--- src/rtl/spike_pkg.sv ---
// Shared widths and event layout for the spike event collector.
// An event is {block index, new block value} with the index in the MSBs.
package spike_pkg;

    localparam int NUM_BLOCKS_DEF = 4;
    localparam int DATA_W_DEF     = 4;
    localparam int EVT_IDX_W      = $clog2(NUM_BLOCKS_DEF);
    localparam int EVT_W          = EVT_IDX_W + DATA_W_DEF;

    // Event layout at the default sizes; the top level packs the same
    // {idx, val} order at its own parameterised widths.
    typedef struct packed {
        logic [EVT_IDX_W-1:0]  idx;
        logic [DATA_W_DEF-1:0] val;
    } event_t;

endpackage

--- src/rtl/event_fifo.sv ---
// Synchronous event FIFO. A push is accepted when not full, or when full
// and a pop happens in the same cycle. The head reads as zero while empty.
module event_fifo
    import spike_pkg::*;
#(
    parameter int  WIDTH = EVT_W,
    parameter int  DEPTH = 8,
    localparam int AW    = $clog2(DEPTH),
    localparam int CW    = AW + 1
) (
    input  logic             clk,
    input  logic             rst_n,
    input  logic             push,
    input  logic [WIDTH-1:0] wdata,
    output logic             full,
    input  logic             pop,
    output logic [WIDTH-1:0] rdata,
    output logic             valid,
    output logic [CW-1:0]    count
);

    logic [WIDTH-1:0] mem [DEPTH];
    logic [AW-1:0]    wr_ptr;
    logic [AW-1:0]    rd_ptr;
    logic             do_push;
    logic             do_pop;

    assign valid   = (count != '0);
    assign full    = (count == CW'(DEPTH));
    assign do_pop  = pop && valid;
    assign do_push = push && (!full || do_pop);

    // Pointer and occupancy bookkeeping; pointers wrap naturally (power-of-2 depth).
    always_ff @(posedge clk) begin
        if (!rst_n) begin
            wr_ptr <= '0;
            rd_ptr <= '0;
            count  <= '0;
        end else begin
            if (do_push) wr_ptr <= wr_ptr + AW'(1);
            if (do_pop)  rd_ptr <= rd_ptr + AW'(1);
            if (do_push && !do_pop)      count <= count + CW'(1);
            else if (!do_push && do_pop) count <= count - CW'(1);
        end
    end

    // Entry storage carries no reset; the head is masked while empty instead.
    always_ff @(posedge clk) begin
        if (do_push) mem[wr_ptr] <= wdata;
    end

    assign rdata = valid ? mem[rd_ptr] : '0;

endmodule

--- src/rtl/spike_event_collector.sv ---
// Watches every block output, records each value change as {idx, val},
// picks one pending block per cycle round-robin and queues it in a FIFO
// drained through a valid/ready port. A second change on a block whose
// previous event is still pending overwrites it and sets the sticky ovf.
module spike_event_collector
    import spike_pkg::*;
#(
    parameter int  NUM_BLOCKS = NUM_BLOCKS_DEF,
    parameter int  DATA_W     = DATA_W_DEF,
    parameter int  FIFO_DEPTH = 8,
    localparam int IDX_W      = $clog2(NUM_BLOCKS),
    localparam int CNT_W      = $clog2(FIFO_DEPTH) + 1
) (
    input  logic                         clk,
    input  logic                         rst_n,
    input  logic [NUM_BLOCKS*DATA_W-1:0] blk_out,
    output logic                         ev_valid,
    input  logic                         ev_ready,
    output logic [IDX_W-1:0]             ev_idx,
    output logic [DATA_W-1:0]            ev_val,
    output logic [CNT_W-1:0]             ev_count,
    output logic                         ovf,
    input  logic                         ovf_clr
);

    localparam int ENT_W = IDX_W + DATA_W;

    logic [DATA_W-1:0]     blk  [NUM_BLOCKS];
    logic [DATA_W-1:0]     prev [NUM_BLOCKS];
    logic [DATA_W-1:0]     snap [NUM_BLOCKS];
    logic [NUM_BLOCKS-1:0] chg;
    logic [NUM_BLOCKS-1:0] pending;
    logic [NUM_BLOCKS-1:0] gnt_onehot;
    logic [IDX_W-1:0]      rr_ptr;
    logic [IDX_W-1:0]      gnt_idx;
    logic [IDX_W-1:0]      cand;
    logic                  gnt_found;
    logic                  grant;
    logic                  pop;
    logic                  can_push;
    logic                  fifo_full;
    logic                  ovf_set;
    logic [ENT_W-1:0]      push_data;
    logic [ENT_W-1:0]      head_data;

    genvar gi;
    generate
        for (gi = 0; gi < NUM_BLOCKS; gi++) begin : g_blk
            assign blk[gi] = blk_out[gi*DATA_W +: DATA_W];
            assign chg[gi] = (blk[gi] != prev[gi]);
        end
    endgenerate

    // Round-robin search over the registered pending vector, starting at rr_ptr.
    always_comb begin
        gnt_found = 1'b0;
        gnt_idx   = '0;
        cand      = '0;
        for (int k = 0; k < NUM_BLOCKS; k++) begin
            cand = rr_ptr + IDX_W'(k);
            if (!gnt_found && pending[cand]) begin
                gnt_found = 1'b1;
                gnt_idx   = cand;
            end
        end
    end

    assign pop       = ev_valid && ev_ready;
    assign can_push  = !fifo_full || pop;
    assign grant     = gnt_found && can_push;
    assign push_data = {gnt_idx, snap[gnt_idx]};

    // One-hot of the block whose event is pushed this cycle (if any).
    always_comb begin
        gnt_onehot = '0;
        if (grant) gnt_onehot[gnt_idx] = 1'b1;
    end

    // A change on a still-pending, ungranted block loses the older value.
    always_comb begin
        ovf_set = |(chg & pending & ~gnt_onehot);
    end

    // Change capture: prev tracks the inputs, snap keeps the latest changed value,
    // and a new change re-arms pending even when the block is granted this edge.
    always_ff @(posedge clk) begin
        if (!rst_n) begin
            for (int i = 0; i < NUM_BLOCKS; i++) begin
                prev[i] <= '0;
                snap[i] <= '0;
            end
            pending <= '0;
        end else begin
            for (int i = 0; i < NUM_BLOCKS; i++) begin
                prev[i] <= blk[i];
                if (chg[i]) snap[i] <= blk[i];
            end
            pending <= (pending & ~gnt_onehot) | chg;
        end
    end

    // Round-robin pointer moves just past the granted block.
    always_ff @(posedge clk) begin
        if (!rst_n)     rr_ptr <= '0;
        else if (grant) rr_ptr <= gnt_idx + IDX_W'(1);
    end

    // Sticky overflow flag; a new loss outranks a clear in the same cycle.
    always_ff @(posedge clk) begin
        if (!rst_n)       ovf <= 1'b0;
        else if (ovf_set) ovf <= 1'b1;
        else if (ovf_clr) ovf <= 1'b0;
    end

    event_fifo #(
        .WIDTH (ENT_W),
        .DEPTH (FIFO_DEPTH)
    ) u_fifo (
        .clk   (clk),
        .rst_n (rst_n),
        .push  (grant),
        .wdata (push_data),
        .full  (fifo_full),
        .pop   (pop),
        .rdata (head_data),
        .valid (ev_valid),
        .count (ev_count)
    );

    assign {ev_idx, ev_val} = head_data;

endmodule

--- config.mk ---
export PLATFORM = sky130hd
export DESIGN_NAME = spike_event_collector
export DESIGN_NICKNAME = d
export VERILOG_FILES = /design/src/rtl/spike_pkg.sv /design/src/rtl/event_fifo.sv /design/src/rtl/spike_event_collector.sv
export SDC_FILE = /design/constraint.sdc
export NUM_CORES = 1
export LEC_CHECK = 0
export ABC_AREA = 1
export CORE_UTILIZATION = 55
export DETAILED_ROUTE_END_ITERATION = 12
export PLACE_DENSITY = 0.75
export SLEW_MARGIN = 10
export SYNTH_ARGS = -nofsm -noshare
export SYNTH_HDL_FRONTEND = slang
export SYNTH_HIERARCHICAL = 1
export SYNTH_SLANG_ARGS = --single-unit
--- constraint.sdc ---
create_clock -name clk -period 2.9 [get_ports clk]
set_input_delay 0.29 -clock clk [delete_from_list [all_inputs] [get_ports clk]]
set_output_delay 0.29 -clock clk [all_outputs]
set_load 0.05 [all_outputs]
==> metrics.csv, run 1 <==
metric;value;unit
status;finished, final reports clean;
Synthesis Warnings;6;
P per Cell Area;1143;mW/mm^2
worst clock skew;0.01617;ns
Vias/cell;5.052;
global-route wire length before repair;14.36;mm
endpoints failing setup;0;
Die Ht;94.49;um
# rows;33;
Starting Density;0.5697;
CTS buffer count;9;
Area contributors post-synth;edfxtp_1, dfxtp_1, nand2_1, nor2_1, inv_1;
initial antenna violation count;0;
f_max;0.3716;GHz
CTS Hold Bufs;0;
ANT nets after route;0;
Post-Synthesis Cell Area;0.004705;sq mm
CP Capture Type;output pin;
crit path kind;flip-flop to output pin;
Mapped Nets;550;
mean post-synth cell area;8.978;sq um
async set-reset flop share out of synthesis;0;
Setup Buffers After CTS;0;
top cell type's share of synthesized area;0.4085;
max-cap viol count;0;
H-Tree Depth;3;
EDFF count, synth;64;
worst slack, placed;0.3505;ns
vias in the first global route;3219;
GRT Util Overall;0.2136;
Max Buffers Root-to-Sink;2;
flops & latches, synth;100;
# IOs;32;
Slew @ Worst Pin;0.8361;ns
hold crit path type;flip-flop to flip-flop;
sequential element share of the synthesized area;0.5617;
Tcrit/Tclk final;0.9279;
share of cells above drive strength 1;0.1289;
Hold Violations, Final;0;
CTS tree;done;
Skew-Pair Late Insertion Delay;0.36;ns
RSZ-0062 raised after global routing;no;
top cell type by total area after synthesis;edfxtp_1;
Synth cell types;36;
WL final;8.960;mm
Sink Count;100;
total grt overflow;0;
Die Area;0.008927;sq mm
top cells by count, synth;nand2_1, nor2_1, edfxtp_1;
pin count of the biggest net entering global routing;25;
core area;0.008258;sq mm
Critical Path AT;2.40;ns
Filler cells;673;
Most used DFF post-synth;edfxtp_1;
critical path peak fanout;13;
DRC viols;0;
DR WL/cell;13.20;um
PostCTS Resize Cnt;0;
Worst Path Required;2.61;ns
count leader, synth;nand2_1;
vias after detailed routing;3430;
Static Leak;2.461;nW
dpl hpwl;6.553;mm
Slew HR;0.4409;
number of port buffers;31;
clock root cell;clkbuf_8;
final setup TNS;0;ns
Total Power;0.006115;W
total iterations of the first detailed-routing run;4;
Final Max Tran Viols;0;
critical path startpoint category;flip-flop;
NumNets Final;595;
Antenna diodes;0;
Placer Congestion;0.8680;
Syn-to-layout area delta;13.70;%
final worst setup slack;0.2090;ns
Iter 0 DRT Violations;124;
VDD IR-drop max;0.0003709;V
CTS clk-pin slew, worst paths;0.10;ns
Synth Instances;524;
die width;94.49;um
min cycle time layout;2.691;ns
[metal layers]
layer,part of all wire,GRT usage,wire (um),vias up
met1,0.45,0.2666,4059,1566
met4,0.016,0.08586,147,0
li1,-,-,-,1768
met2,0.49,0.3708,4386,83
met3,0.041,0.03382,366,13
met5,0,0,0,-
[cell type report]
type / instances / area [sq um] / area share
Clock inverter: 7 / 56.30 / 0.01053
Inverter: 66 / 255.2 / 0.04772
Sequential cell: 100 / 2643 / 0.4940
Tap cell: 105 / 131.4 / 0.02456
Multi-Input combinational cell: 347 / 1724 / 0.3223
Timing Repair Buffer: 45 / 415.4 / 0.07766
Clock buffer: 9 / 123.9 / 0.02316
[power breakdown]
part | total [W] | internal (W) | switching [W]
clock | 0.000815 | 0.000322 | 0.000492
combinational | 0.00308 | 0.00101 | 0.00207
sequential | 0.00222 | 0.00208 | 0.000145
[registers in the layout (all words and copies together), names as in the netlist, named ones only]
register	cells
ovf	1
pending	4
prev	16
rr_ptr	2
snap	16
u_fifo/count	4
u_fifo/mem	48
u_fifo/rd_ptr	3
u_fifo/wr_ptr	3
[worst max-delay path, stage by stage (launching register included)]
cell             delay [ns]
dfxtp_1                0.46
inv_1                  0.33
o21ai_0                0.14
nor2_1                 0.12
nor2_1                 0.07
nor2_1                 0.11
clkdlybuf4s50_1        0.81
[cell usage in the layout (no fill, tap or decap), types with 2 or more instances in the layout]
cell type / synthesis / final
nand2_2: 12 / 12
clkinv_4: 0 / 2
dfxtp_1: 36 / 36
edfxtp_1: 64 / 64
o21ai_0: 16 / 16
xor2_1: 16 / 16
inv_1: 54 / 54
or2_2: 3 / 3
nand3b_1: 2 / 2
clkdlybuf4s50_1: 0 / 31
nand2_1: 130 / 130
o22ai_1: 4 / 4
inv_2: 9 / 9
buf_4: 2 / 14
a21oi_1: 17 / 17
inv_6: 1 / 4
ha_1: 5 / 5
nor2_1: 79 / 79
nand2_4: 3 / 3
o21ai_1: 13 / 13
nand3_1: 26 / 26
nor2_4: 3 / 3
clkbuf_8: 0 / 9
nand3_2: 7 / 7
nor2_2: 3 / 3
[cells by family (layout without fill, tap and decap cells)]
kind of cell    Yosys count  count (layout)  synth area share
simple gates            273             273            0.2617
flops                   100             100            0.5617
buf+inv                  77             127           0.07180
compound gates           52              52           0.05745
xor+xnor                 16              16           0.02979
fa+ha+maj                 6               6           0.01755
[through the flow]
step	util	instances	cell area [sq um]	hold slack, ns
after global placement	0.6259	663	5169	0.4720
after floorplan	-	524	4705	0.4021
after detailed placement	0.6259	663	5169	0.4740
after global routing	0.6477	679	5349	0.5072
final	0.6477	679	5349	0.4940
after CTS	0.6477	679	5349	0.4876
[worst paths after layout]
check	depth (start not counted)	slack, ns	from	endpoint
min reg2reg	2	0.49	pending[1]	pending[1]
max reg2reg	20	0.31	rr_ptr[0]	u_fifo/count[3]
min	2	0.49	pending[1]	pending[1]
max	6	0.21	flip-flop	ev_idx[0]
No activity file was read; power rests on OpenSTA's default activity.
==> run 2: changes to the inputs <==
CORE_UTILIZATION = 63   (was 55)
DONT_BUFFER_PORTS = 1   (was not set)
MAX_ROUTING_LAYER = met4   (was not set)
PLACE_DENSITY = 0.79   (was 0.75)
==> run 2 against run 1 <==
  * Worst hold slack got worse by 0.45 ns
  * First-iteration DRC count rose by 45%
  * Register-to-register slack barely moved
  * Clock skew fell by 0.0069 ns
  * Power fell by 2.5%
  * Die area fell by 12%
  * Largest cell class unchanged
==> metrics.csv, run 2 (synthesis results as in run 1) <==
metric;value;unit;change
DRC viols;0;;unchanged
max-cap viol count;0;;unchanged
Max Buffers Root-to-Sink;2;;unchanged
Int Power;0.003329;W;-2.4%
Vias/cell;5.212;;+3.2%
Area after DPL;0.004911;sq mm;-5.0%
worst clock skew;0.009315;ns;-0.006853 ns
Non-Filler Instances;650;;-4.3%
CP Capture Type;flip-flop;;
sequential share of power;0.373;;+0.009
core area;0.007253;sq mm;-12%
clock share of power;0.130;;-0.003
die width;88.42;um;-6.4%
dpl hpwl;6.303;mm;-3.8%
initial antenna violation count;0;;unchanged
Die Ht;88.42;um;-6.4%
cell area after layout;0.005081;sq mm;-5.0%
Static Leak;2.377;nW;-3.4%
Iter 0 DRT Violations;180;;+45%
Die Area;0.007817;sq mm;-12%
Skew-Pair Late Insertion Delay;0.36;ns;about the same
CTS buffer count;9;;unchanged
vias in the first global route;3247;;+0.87%
VDD IR-drop max;0.0005624;V;+52%
R2R Setup Slk;0.32;ns;about the same
Comb pwr share;0.497;;-0.006
min cycle time layout;2.577;ns;-0.1137 ns
CTS clk-pin slew, worst paths;0.09;ns;about the same
total iterations of the first detailed-routing run;5;;+1
f_max;0.3880;GHz;+4.4%
Placer Congestion;0.8933;;+2.9%
critical path peak fanout;9;;-4
clock root cell;clkbuf_8;;
# IOs;32;;unchanged
CTS Hold Bufs;0;;unchanged
GRT Util Overall;0.2535;;+0.03987
H-Tree Depth;3;;unchanged
Antenna diodes;0;;unchanged
CTS tree;done;;
status;finished, final reports clean;;
max reg flops;48;;unchanged
Regs by FF count;u_fifo/mem: 48 flops, prev: 16 flops, snap: 16 flops;;
pin count of the biggest net entering global routing;29;;+16%
ANT nets after route;0;;unchanged
P per Cell Area;1174;mW/mm^2;+2.7%
hold crit path type;input pin to flip-flop;;
Cells after DPL;634;;-4.4%
WL final;8.791;mm;-1.9%
Slew @ Worst Pin;0.5759;ns;-0.2602 ns
Sink Count;100;;unchanged
commonest non-fill, non-tap cell in the layout;nand2_1;;
# rows;31;;-6.1%
Critical Path AT;2.84;ns;+0.44 ns
Top reg by flops;u_fifo/mem;;
share of cells above drive strength 1;0.1452;;+0.01627
highest-count cells in the layout ignoring fill and taps;nand2_1, nor2_1, edfxtp_1;;
vias after detailed routing;3388;;-1.2%
endpoints failing setup;0;;unchanged
final setup TNS;0;ns;unchanged
Final Max Tran Viols;0;;unchanged
RSZ-0062 raised after global routing;no;;
Sw Share;0.4417;;-0.0005233
total grt overflow;0;;unchanged
number of port buffers;0;;-100%
Sw Pwr;0.002634;W;-2.6%
critical path startpoint category;flip-flop;;
Hold Violations, Final;0;;unchanged
Setup Buffers After CTS;0;;unchanged
DR WL/cell;13.52;um;+2.5%
global-route wire length before repair;14.32;mm;-0.29%
NumNets Final;572;;-3.9%
Tcrit/Tclk final;0.8887;;-0.03921
Starting Density;0.6486;;+0.07891
Worst Path Required;3.17;ns;+0.56 ns
crit path kind;flip-flop to flip-flop;;
Syn-to-layout area delta;8.005;%;
Slew HR;0.6147;;+0.1738
## run 2: changes by cell type in the layout (fill, tap and decap cells not counted), sizes merged
cell,before,now
clkdlybuf4s50,31,0
buf,14,22
clkinv,3,6
inv,68,65
clkbuf,9,10
clkinvlp,2,1
## run 2: worst paths after layout
path	from	to	cells after the start
max	rr_ptr[0]	u_fifo/count[3]	20
min reg2reg	pending[1]	pending[1]	2
max reg2reg	rr_ptr[0]	u_fifo/count[3]	20
min	rst_n	rr_ptr[1]	2
## run 2: final cells by class
| cell class | instances | area [sq um] |
|---|---|---|
| Multi-Input combinational cell | 347 | 1724 |
| Timing Repair Buffer | 22 | 165.2 |
| Sequential cell | 100 | 2644 |
| Clock inverter | 6 | 41.29 |
| Fill cell | 582 | 2172 |
| Tap cell | 99 | 123.9 |
| Inverter | 66 | 255.2 |
| Clock buffer | 10 | 127.6 |
## run 2: critical path, cell delays in order (launching register included)
cell	delay [ns]
dfxtp_2	0.45
inv_2	0.12
nand2_1	0.07
nand2_1	0.09
nand2_2	0.10
nand2_4	0.08
nor2_8	0.11
nand3b_1	0.10
nand2_2	0.11
inv_2	0.04
nand2_1	0.07
inv_2	0.04
ha_1	0.21
inv_1	0.14
ha_1	0.29
a21oi_1	0.18
nand2_1	0.08
nand2_1	0.06
nand3_1	0.06
nand2_1	0.06
inv_1	0.03
## run 2: timing repair
action                                  CTS  global route
endpoints found under the hold margin     0             0
endpoints found under the setup margin    0             3
resized for setup                         0             1
## run 2: power groups by stage
stage               combinational, W  sequential (W)  clock, W
finish                       0.00296         0.00222  0.000776
global route                 0.00328         0.00225  0.000847
CTS                          0.00297         0.00222  0.000794
detailed placement           0.00296         0.00225         0
global placement             0.00288         0.00224         0
floorplan                    0.00209         0.00231         0
## run 2: layer usage
metal / vias up / part of all wire / GRT usage
met5: - / 0 / -
met4: 0 / 0.019 / 0.09238
met3: 13 / 0.048 / 0.04571
met2: 90 / 0.49 / 0.4140
met1: 1559 / 0.44 / 0.3179
li1: 1726 / - / -
## run 2: metrics by stage
stage | total power (W) | utilization | setup WS, ns | hold slack, ns
final | 0.005963 | 0.7005 | 0.3227 | 0.04106
after global routing | 0.006373 | 0.7005 | 0.009300 | 0.03930
after CTS | 0.005985 | 0.7004 | 0.1922 | 0.03143
after detailed placement | 0.005217 | 0.6771 | 0.2095 | 0.4137
after global placement | 0.005121 | 0.6771 | 0.3099 | 0.4070
after floorplan | 0.004401 | - | 0.1036 | 0.4021
